**src/rtl/seq_sat_counter.sv**
```systemverilog
// Saturating up-counter with synchronous clear; holds at all ones.
module seq_sat_counter #(
  parameter int CNT_W = 8
) (
  input  logic             clk,
  input  logic             clear,
  input  logic             inc,
  output logic [CNT_W-1:0] count
);

  // NOTE: sequential state is always updated with non-blocking assignments so
  // every flop samples the pre-edge values of its inputs.
  always_ff @(posedge clk) begin
    if (clear) begin
      count <= '0;
    end else if (inc && (count != {CNT_W{1'b1}})) begin
      count <= count + CNT_W'(1);
    end
  end

endmodule

```
**config.mk**
```make
export PLATFORM = sky130hd
export DESIGN_NAME = seq_sat_counter
export DESIGN_NICKNAME = d
export VERILOG_FILES = /design/src/rtl/seq_sat_counter.sv
export SDC_FILE = /design/constraint.sdc
export NUM_CORES = 1
export LEC_CHECK = 0
export ABC_CLOCK_PERIOD_IN_PS = 4000
export BUFFER_PORTS_ARGS = -buffer_cell sky130_fd_sc_hd__buf_2
export CAP_MARGIN = 15
export CORE_AREA = 2 2 39 41
export DETAILED_ROUTE_END_ITERATION = 10
export DIE_AREA = 0 0 41 43
export PLACE_DENSITY = 0.53
export SLEW_MARGIN = 10
export SYNTH_ARGS = -nofsm -noshare
export SYNTH_HDL_FRONTEND = slang
export SYNTH_SLANG_ARGS = --single-unit
```
**constraint.sdc**
```tcl
create_clock -name clk -period 4 [get_ports clk]
set_input_delay 0.4 -clock clk [delete_from_list [all_inputs] [get_ports clk]]
set_output_delay 0.4 -clock clk [all_outputs]
set_load 0.05 [all_outputs]
```
==> out/metrics.csv <==
metric,value,unit
endpoints failing hold,0,
postcts setup bufs,0,
combined area of all synthesized cells,430,sq um
clock skew after layout,0.00120,ns
maximum net fanout on the critical path,6,
post-detailed-route wirelength per cell,12.6,um
clock tree from TritonCTS,built,
reported net switching power,0.0448,mW
routed wire length on met2,392,um
Final Max Tran Viols,0,
weighted congestion reported at the end of routability-driven placement,0.747,
worst-skew pair later-pin latency,0.25,ns
GRT Total Usage,12.9,%
Chip Height,43,um
core outline area,1380,sq um
"slowest stage delay, CP",0.34,ns
slew of the pin with the lowest slew margin,0.279,ns
post-CTS sizing,0,
number of buffer cells added on primary ports,10,
"slowest stage cell, crit path",dfxtp_1,
part of the power in the clock network,37.9,%
via count of the first global-routing pass,331,
areal power density over the cells,328,nW/um^2
Flop pwr share,50.3,%
Relative slew margins,81.4,%
Synth Register Bits,8,
most flop-heavy register,count,
count of clock tree sinks,8,
cell-by-cell listing of the critical path,"ha_1, and3_4, a21boi_4, mux2_4",
detailed-routing wirelength on met1,482,um
category of the worst setup path capture point,register,
switching share of power,26.7,%
number of diodes,0,
maximum frequency from static timing analysis,0.708,GHz
Top Metal Used,met4,
Inserted Clock Buffers,3,
startpoint types,register,
post-synthesis area per instance,9.36,sq um
vias after detailed routing,385,
first-pass GRT wire length,1.52,mm
number of buffers added to fix hold violations after cts,0,
Initial Utilization,31.1,%
Remaining DRCs,0,
Detailed Routing Iterations Pass 1,4,
min Tclk post-route,1.41,ns
Critical Path RT,4.14,ns
wire length on met3,55,um
number of standard cells in the final layout excluding fillers,74,
post-synthesis cell type with the largest combined area,dfxtp_1,
worst min path class,input pin to register,
pin count of the biggest net entering global routing,9,
top-level port count,11,
Nets,64,
Worst EP arrival,1.56,ns
Bufs and invs on worst path,0,
unique cell type count in the Yosys netlist,25,
leftover overflow at the end of global routing,0,
clock-pin slew on the worst setup and hold paths,0.06,ns
peak ir drop on the vdd network,0.146,mV
root buf cell,clkbuf_4,
HPWL after DPL,685,um
overall routed net length,936,um
layout cell share with drive strength beyond 1,31.0,%
site row count,14,
Vias/cell,5.20,
Yosys warnings,0,
internal cell power,0.123,mW
dominant cells by area after synthesis,"dfxtp_1 37%, a21oi_1 5.8%, a21boi_4 4.4%",
# Max-Cap Violations,0,
family with the most delay on the worst path,flip-flops,
"flip-flop count of the largest register, all copies and words added",8,
DIE AREA,1760,sq um
Final setup viols,0,
registers with the most flip-flops,count x8,
CTS Buffer Depth,2,
Static Leak,0.217,nW
path type of the worst setup path,register to register,
initial DRC count,6,
total negative slack,0,ns
Yosys top cell area share,37.2,%
net count after synthesis,50,
depth of the CTS H-tree,1,
die width,41,um
ratio of final minimum period to clock period,35.3,%
antenna violations before repair,0,
Logic pwr share,11.8,%
Cell Count Post-Placement,71,
result of the run,"complete, no violations",
number of routed nets with antenna violations,0,
setup repair after global routing missed its margin,no,
area grow syn2layout,18.9,%
Syn Inst Count,46,
part of the Yosys area used for sequential elements,37.2,%
## synthesized netlist by cell type
cell type and number:
dfxtp_1 8, and3_4 1, a31oi_1 1, or3_2 1, nand3_1 2, a21boi_0 1, nand2b_1 1, nor2_1 1
ha_1 1, and2b_2 1, inv_1 1, mux2_4 1, mux2i_1 1, and4_1 2, nor3_1 2, o21bai_1 2
o21ai_1 1, a211oi_1 2, nand4_1 2, a21oi_1 5, a311oi_1 1, nand2_1 5, o311a_1 1, a21boi_4 1
buf_6 1
## kinds of logic (layout without fill, tap and decap cells)
logic type | count (synthesis) | after routing | share of synthesized area [%]
AOI/OAI and AO/OA | 15 | 15 | 25.9
adders and majority gates | 1 | 1 | 2.91
buffers and inverters | 2 | 14 | 3.49
DFF | 8 | 8 | 37.2
muxes | 2 | 2 | 5.81
and+or+nand+nor | 18 | 18 | 24.7
## stage by stage
step / cell area, sq um / hold WS [ns] / utilization [%] / total power, mW / setup slack, ns
floorplan: 430 / 0.472 / - / 0.0998 / 2.34
global placement: 489 / 0.502 / 35.4 / 0.106 / 2.61
detailed placement: 489 / 0.501 / 35.4 / 0.106 / 2.59
CTS: 512 / 0.413 / 37.0 / 0.171 / 2.58
global route: 512 / 0.414 / 37.0 / 0.176 / 2.52
finish: 512 / 0.423 / 37.0 / 0.168 / 2.59
## path summary, 6_finish.rpt
check / cells past startpoint / slack (ns) / start / endpoint
min reg2reg: 2 / 0.51 / count[1] / count[1]
max: 4 / 2.59 / count[0] / count[0]
min: 2 / 0.42 / clear / count[7]
max reg2reg: 4 / 2.59 / count[0] / count[0]
## power groups by stage
stage	Sequential, mW	Combinational [mW]	Clock [mW]
3_3_place_gp	0.0860	0.0200	0
2_1_floorplan	0.0928	0.00701	0
6_report	0.0844	0.0197	0.0636
4_1_cts	0.0844	0.0198	0.0670
3_5_place_dp	0.0861	0.0197	0
5_1_grt	0.0850	0.0210	0.0703
## per-layer routing
metal,track usage (%),vias up
li1,-,201
met2,15.6,11
met1,19.4,171
met4,6.00,0
met5,0,-
met3,4.71,2
## area by class of cell
type | instances | area, sq um
Timing Repair Buffer | 10 | 50.0
Clock buffer | 3 | 22.5
Tap cell | 16 | 20.0
Multi-Input combinational cell | 36 | 255
Sequential cell | 8 | 160
Inverter | 1 | 3.75
Fill cell | 167 | 872
## worst register-to-register path: stages (launching register included)
cell,delay [ns]
dfxtp_1,0.34
ha_1,0.26
and3_4,0.22
a21boi_4,0.17
mux2_4,0.31
## layout by cell type, fill, tap and decap left out
cell type  instances
nor3_1             2
a31oi_1            1
mux2_4             1
buf_2             10
and3_4             1
o311a_1            1
o21bai_1           2
nor2_1             1
a21boi_0           1
nand4_1            2
inv_1              1
a21oi_1            5
or3_2              1
nand3_1            2
o21ai_1            1
and2b_2            1
a21boi_4           1
and4_1             2
ha_1               1
a211oi_1           2
mux2i_1            1
nand2b_1           1
dfxtp_1            8
nand2_1            5
clkbuf_4           3
a311oi_1           1
Note: power is estimated with default switching activity, not from simulation.
